`src/rtl/rdma_host_frame_tx_if.sv`:
```
// Port bundle for the host frame transmitter: work requests, payload stream,
// the DUT host port and the completion/credit status.
interface rdma_host_frame_tx_if;
    // Handshakes: a request or payload beat transfers on a rising clk edge where
    // valid && ready; the source holds its fields stable until that edge, and ready
    // never depends combinationally on valid. The host port has no ready.
    logic        req_valid;
    logic        req_ready;
    logic [7:0]  req_opcode;
    logic [23:0] req_qpn;
    logic [23:0] req_psn;
    logic [4:0]  req_len;

    logic        pay_valid;
    logic        pay_ready;
    logic [63:0] pay_data;

    logic        host_valid;
    logic [63:0] host_data;
    logic        host_last;

    logic        comp_valid;
    logic [2:0]  outstanding;
    logic        spurious_comp;
    logic        timeout_err;
    logic        payload_state;

    modport master (
        output req_valid, req_opcode, req_qpn, req_psn, req_len,
        output pay_valid, pay_data, comp_valid,
        input  req_ready, pay_ready, host_valid, host_data, host_last,
        input  outstanding, spurious_comp, timeout_err, payload_state
    );

    modport slave (
        input  req_valid, req_opcode, req_qpn, req_psn, req_len,
        input  pay_valid, pay_data, comp_valid,
        output req_ready, pay_ready, host_valid, host_data, host_last,
        output outstanding, spurious_comp, timeout_err, payload_state
    );
endinterface

```
`src/rtl/rdma_host_frame_tx.sv`:
```
// Host-side frame transmitter: one header beat then req_len payload beats per work
// request, with credit-limited outstanding frames and completion error tracking.
module rdma_host_frame_tx #(
    parameter int MAX_BEATS = 16,
    parameter int CREDITS   = 4,
    parameter int TIMEOUT   = 1024
) (
    input logic clk,
    input logic rst,
    rdma_host_frame_tx_if.slave bus
);
    localparam int TW = $clog2(TIMEOUT + 1);

    typedef enum logic {IDLE, PAYLOAD} state_t;

    state_t      state;
    logic [4:0]  remaining;
    logic        host_valid_q;
    logic        host_last_q;
    logic [63:0] host_data_q;
    logic [2:0]  outstanding_q;
    logic [TW-1:0] tmo_cnt;
    logic        spurious_q;
    logic        timeout_q;

    logic [4:0]  len_clamped;
    logic        frame_done;
    logic [3:0]  committed;

    assign len_clamped = (bus.req_len > 5'(MAX_BEATS)) ? 5'(MAX_BEATS) : bus.req_len;
    assign frame_done  = host_valid_q && host_last_q;
    // A last beat on the wire this cycle already owns a credit even though
    // outstanding only counts it from the next cycle.
    assign committed   = {1'b0, outstanding_q} + {3'b000, frame_done};

    assign bus.req_ready     = (state == IDLE) && (committed < 4'(CREDITS));
    assign bus.pay_ready     = (state == PAYLOAD);
    assign bus.host_valid    = host_valid_q;
    assign bus.host_data     = host_data_q;
    assign bus.host_last     = host_last_q;
    assign bus.outstanding   = outstanding_q;
    assign bus.spurious_comp = spurious_q;
    assign bus.timeout_err   = timeout_q;
    assign bus.payload_state = (state == PAYLOAD);

    always_ff @(posedge clk) begin
        if (rst) begin
            state        <= IDLE;
            remaining    <= '0;
            host_valid_q <= 1'b0;
            host_last_q  <= 1'b0;
            host_data_q  <= '0;
        end else begin
            host_valid_q <= 1'b0;
            host_last_q  <= 1'b0;
            case (state)
                IDLE: begin
                    if (bus.req_valid && bus.req_ready) begin
                        host_valid_q <= 1'b1;
                        host_data_q  <= {bus.req_opcode, bus.req_qpn, bus.req_psn,
                                         3'b000, len_clamped};
                        host_last_q  <= (len_clamped == 5'd0);
                        if (len_clamped != 5'd0) begin
                            remaining <= len_clamped;
                            state     <= PAYLOAD;
                        end
                    end
                end
                PAYLOAD: begin
                    if (bus.pay_valid) begin
                        host_valid_q <= 1'b1;
                        host_data_q  <= bus.pay_data;
                        host_last_q  <= (remaining == 5'd1);
                        remaining    <= remaining - 5'd1;
                        if (remaining == 5'd1) begin
                            state <= IDLE;
                        end
                    end
                end
                default: state <= IDLE;
            endcase
        end
    end

    always_ff @(posedge clk) begin
        if (rst) begin
            outstanding_q <= '0;
            tmo_cnt       <= '0;
            spurious_q    <= 1'b0;
            timeout_q     <= 1'b0;
        end else begin
            if (frame_done && !bus.comp_valid) begin
                outstanding_q <= outstanding_q + 3'd1;
            end else if (!frame_done && bus.comp_valid) begin
                if (outstanding_q == 3'd0) begin
                    spurious_q <= 1'b1;
                end else begin
                    outstanding_q <= outstanding_q - 3'd1;
                end
            end

            if (outstanding_q == 3'd0 || bus.comp_valid) begin
                tmo_cnt <= '0;
            end else if (tmo_cnt != TW'(TIMEOUT)) begin
                tmo_cnt <= tmo_cnt + TW'(1);
                if (tmo_cnt == TW'(TIMEOUT - 1)) begin
                    timeout_q <= 1'b1;
                end
            end
        end
    end
endmodule
```
`src/flat_wrapper.sv`:
```
// flat-port wrapper written by rule: the top's interface ports become plain ports
module rdma_host_frame_tx_flat 
#(
    parameter int MAX_BEATS = 16,
    parameter int CREDITS   = 4,
    parameter int TIMEOUT   = 1024
)
  (clk, rst, bus_req_valid, bus_req_opcode, bus_req_qpn, bus_req_psn, bus_req_len, bus_pay_valid, bus_pay_data, bus_comp_valid, bus_req_ready, bus_pay_ready, bus_host_valid, bus_host_data, bus_host_last, bus_outstanding, bus_spurious_comp, bus_timeout_err, bus_payload_state);
  rdma_host_frame_tx_if bus_i ();
  input logic clk;
  input logic rst;
  input wire logic [$bits(bus_i.req_valid)-1:0] bus_req_valid;
  input wire logic [$bits(bus_i.req_opcode)-1:0] bus_req_opcode;
  input wire logic [$bits(bus_i.req_qpn)-1:0] bus_req_qpn;
  input wire logic [$bits(bus_i.req_psn)-1:0] bus_req_psn;
  input wire logic [$bits(bus_i.req_len)-1:0] bus_req_len;
  input wire logic [$bits(bus_i.pay_valid)-1:0] bus_pay_valid;
  input wire logic [$bits(bus_i.pay_data)-1:0] bus_pay_data;
  input wire logic [$bits(bus_i.comp_valid)-1:0] bus_comp_valid;
  output wire logic [$bits(bus_i.req_ready)-1:0] bus_req_ready;
  output wire logic [$bits(bus_i.pay_ready)-1:0] bus_pay_ready;
  output wire logic [$bits(bus_i.host_valid)-1:0] bus_host_valid;
  output wire logic [$bits(bus_i.host_data)-1:0] bus_host_data;
  output wire logic [$bits(bus_i.host_last)-1:0] bus_host_last;
  output wire logic [$bits(bus_i.outstanding)-1:0] bus_outstanding;
  output wire logic [$bits(bus_i.spurious_comp)-1:0] bus_spurious_comp;
  output wire logic [$bits(bus_i.timeout_err)-1:0] bus_timeout_err;
  output wire logic [$bits(bus_i.payload_state)-1:0] bus_payload_state;
  assign bus_i.req_valid = bus_req_valid;
  assign bus_i.req_opcode = bus_req_opcode;
  assign bus_i.req_qpn = bus_req_qpn;
  assign bus_i.req_psn = bus_req_psn;
  assign bus_i.req_len = bus_req_len;
  assign bus_i.pay_valid = bus_pay_valid;
  assign bus_i.pay_data = bus_pay_data;
  assign bus_i.comp_valid = bus_comp_valid;
  assign bus_req_ready = bus_i.req_ready;
  assign bus_pay_ready = bus_i.pay_ready;
  assign bus_host_valid = bus_i.host_valid;
  assign bus_host_data = bus_i.host_data;
  assign bus_host_last = bus_i.host_last;
  assign bus_outstanding = bus_i.outstanding;
  assign bus_spurious_comp = bus_i.spurious_comp;
  assign bus_timeout_err = bus_i.timeout_err;
  assign bus_payload_state = bus_i.payload_state;
  rdma_host_frame_tx #(.MAX_BEATS(MAX_BEATS), .CREDITS(CREDITS), .TIMEOUT(TIMEOUT)) u_core (.clk(clk), .rst(rst), .bus(bus_i));
endmodule
```
`config.mk`:
```
export PLATFORM = sky130hd
export DESIGN_NAME = rdma_host_frame_tx_flat
export DESIGN_NICKNAME = d
export VERILOG_FILES = /design/src/rtl/rdma_host_frame_tx_if.sv /design/src/rtl/rdma_host_frame_tx.sv /design/src/flat_wrapper.sv
export SDC_FILE = /design/constraint.sdc
export NUM_CORES = 1
export LEC_CHECK = 0
export ABC_AREA = 1
export CAP_MARGIN = 20
export CORE_MARGIN = 2
export CORE_UTILIZATION = 35
export CTS_BUF_LIST = sky130_fd_sc_hd__clkbuf_16
export DETAILED_ROUTE_END_ITERATION = 8
export HOLD_SLACK_MARGIN = 0.1
export PLACE_DENSITY_LB_ADDON = 0.2
export SYNTH_ARGS = -nofsm -noshare
export SYNTH_HDL_FRONTEND = slang
export SYNTH_SLANG_ARGS = --single-unit
```
`constraint.sdc`:
```
create_clock -name clk -period 3.65 [get_ports clk]
set_clock_uncertainty 0.1 [all_clocks]
set_input_delay 0.73 -clock clk [delete_from_list [all_inputs] [get_ports clk]]
set_output_delay 0.73 -clock clk [all_outputs]
set_load 0.03 [all_outputs]
```
==> metrics.txt <==
critical path cell sequence clkinv_2 > nand2_2 > nor2_4 > clkdlybuf4s50_1; gr ovfl total 0; main area contributors after synthesis dfxtp_1 41%, nand2_1 19%, nor2_1 14%; setup violators final 0; post-synthesis cell count 668; WL met1 ~5100 um; final cycle utilization of the critical path around three quarters; worst-margin pin slew 0.6983 ns; CTS max path bufs 2; Max Slew Vio Count 0; fin crit period between 2 and 3 ns; Yosys cell types 27; P&R area growth vs syn 52.48%; WL final around 13,000 um; io pins between 200 and 250; initial antenna violation count 0; Rel. slew slack between 50% and 60%; Ys Warns 0; area leader, netlist dfxtp_1; Max Used Layer met4; Worst Hold Class flop to flop; Worst-Skew Late Latency about 0.33 ns; Root Buffer clkbuf_16; number of global-route vias before repair approximately 4,500; Nets just under 1,000; layout cell share with drive strength beyond 1 under 10%; CTS tree yes; Post-synth ARST share 0%; diode count 0; Synth Flop Type dfxtp_1; R2R depth 5; Static Leakage 2.937 nW; CTS resizes 0; Core ar. roughly 12,000 um^2; slowest CP cell dfxtp_2; Via-to-Cell Ratio 4.620; placed insts ~1,000; post-CTS setup buffer count 0; Num Clock Sinks 88; hold depth 2; Worst path max stage delay approximately 0.72 ns; DRC 0; Post-synth top cells 221 x nand2_1, 156 x nor2_1, 88 x dfxtp_1; crit path DAT a little under 2 ns; met2 WL 6360 um; port bufs 203; outcome completed; H-tree depth 3; DP Wirelength 9293 um; Startpoint Class flop; Total GRT Usage around a fifth; first-pass GRT wire length roughly 20,000 um; Non-Filler Instances between 1,000 and 1,500; count leader, synth nand2_1; Post-Syn Area per Cell between 6 and 7 um^2; via count approximately 4,700; die width 115.3 um; Filler cells between 1,000 and 1,500; Post-Syn Nets between 800 and 900; Final GP Congestion between 0.8 and 0.9; area share of the largest cell type after synthesis roughly two fifths; CTS buffer count 9; Post-synth EDFFs 0; Initial Utilization a little over a third; Pwr Density ~540 nW/um^2; WL per Instance about 12 um; CP endpoint kind output pin; # hold bufs at CTS 0; die footprint about 13,000 um^2; critical path class flop to output pin; worst-path maximum fanout 31; maximum vdd drop between 0.2 and 0.3 mV; Post-DRT Antenna Nets 0; f_max about 360 MHz; RSZ-0062 raised after global routing no; largest net degree at the start of global routing 65; met3 wire length roughly 1000 um; WP data required between 2 and 3 ns; number of max-cap violations 0; Die Y about 120 um; Reg clk slew, reported paths around 0.060 ns; synthesized flop and latch total about 90; FP Rows 40; drt first pass iters 7; Seq/Total Area, Yosys 40.67%; synthesized area approximately 4300 um^2; final hold vios 0; setup_tns 0 ns; DRT iter0 DRCs approximately 210
[critical path, delay by kind of cell (launching register included)]
| kind | cells | cell delay, ns |
|---|---|---|
| buffers and inverters | 2 | 0.75 |
| AND/OR/NAND/NOR | 2 | 0.17 |
| flip-flops | 1 | 0.72 |
[per-stage QoR]
stage / setup slack [ns] / hold WS (ns) / total power [mW] / cell area [um^2] / util [%]
3_5_place_dp: 0.9553 / 0.3525 / 2.841 / 6362 / 52.75
4_1_cts: 0.7967 / 0.3620 / 3.649 / 6605 / 54.76
2_1_floorplan: 1.690 / 0.3517 / 2.274 / 4332 / -
5_1_grt: 0.7707 / 0.3784 / 3.837 / 6605 / 54.76
6_report: 0.8513 / 0.3555 / 3.596 / 6605 / 54.76
3_3_place_gp: 1.014 / 0.3378 / 2.812 / 6362 / 52.75
[sequential cells by signal (all words and copies together), names as in the netlist]
register	flops
u_core.bus.host_data	64
u_core.tmo_cnt	11
u_core.remaining	5
u_core.bus.outstanding	3
u_core.bus.host_last	1
u_core.bus.host_valid	1
u_core.bus.pay_ready	1
u_core.bus.spurious_comp	1
u_core.bus.timeout_err	1
[layer usage]
metal	global-route usage (%)	vias to the layer above
met2	34.35	135
met1	20.89	2112
met5	0	-
li1	-	2442
met4	6.667	0
met3	6.695	14
[power breakdown]
group / internal, mW / switching (mW) / total [mW]
Clock: 0.442 / 0.344 / 0.785
Combinational: 0.620 / 0.924 / 1.54
Sequential: 1.14 / 0.123 / 1.27
Total: 2.20 / 1.39 / 3.60
[placed cells by master, fill, tap and decap left out]
| cell type | Yosys | layout |
|---|---|---|
| nand2_1 | 221 | 221 |
| clkdlybuf4s50_1 | 0 | 203 |
| nor2_1 | 156 | 156 |
| dfxtp_1 | 88 | 87 |
| o21ai_1 | 57 | 57 |
| inv_1 | 26 | 27 |
| nand3_1 | 17 | 17 |
| a21oi_1 | 16 | 16 |
| o21ai_0 | 12 | 12 |
| clkbuf_16 | 0 | 9 |
| nand4_1 | 7 | 7 |
| nor3_1 | 6 | 6 |
| ha_1 | 6 | 6 |
| buf_4 | 1 | 4 |
| clkinv_2 | 1 | 3 |
| nand2_2 | 3 | 3 |
| nand3b_1 | 3 | 3 |
| inv_2 | 1 | 2 |
| xor2_1 | 2 | 2 |
| nor2_4 | 1 | 1 |
| o22ai_1 | 1 | 1 |
| and2_1 | 1 | 1 |
| xnor2_1 | 1 | 1 |
| o21bai_1 | 1 | 1 |
| a211oi_1 | 1 | 1 |
| fa_1 | 1 | 1 |
| buf_12 | 0 | 1 |
| dfxtp_2 | 0 | 1 |
[logic make-up (layout without fill, tap and decap cells)]
family	after synthesis	count (layout)	synth area share, %
AO/OA/AOI/OAI	88	88	10.31
XOR/XNOR	3	3	0.6067
AND/OR/NAND/NOR	415	415	37.70
flip-flops	88	88	40.67
buffers and inverters	67	249	8.521
adder cells (fa/ha/maj)	7	7	2.195
[worst paths after layout]
kind,end,slack [ns],startpoint
min,u_core.bus.timeout_err$_SDFFE_PP0P_,0.36,u_core.bus.timeout_err$_SDFFE_PP0P_
max reg2reg,u_core.bus.host_data[38]$_SDFFE_PP0P_,1.31,u_core.bus.pay_ready$_SDFF_PP0_
min reg2reg,u_core.bus.timeout_err$_SDFFE_PP0P_,0.36,u_core.bus.timeout_err$_SDFFE_PP0P_
max,bus_req_ready,0.85,u_core.bus.pay_ready$_SDFF_PP0_
[final cells by class]
type | instances | area [um^2] | share of cell area, %
Timing Repair Buffer | 208 | 2082 | 31.52
Clock buffer | 9 | 225.2 | 3.410
Multi-Input combinational cell | 513 | 2201 | 33.32
Tap cell | 168 | 210.2 | 3.182
Sequential cell | 88 | 1763 | 26.69
Clock inverter | 4 | 17.52 | 0.2652
Inverter | 28 | 106.4 | 1.610
No activity file was read; power rests on OpenSTA's default activity.
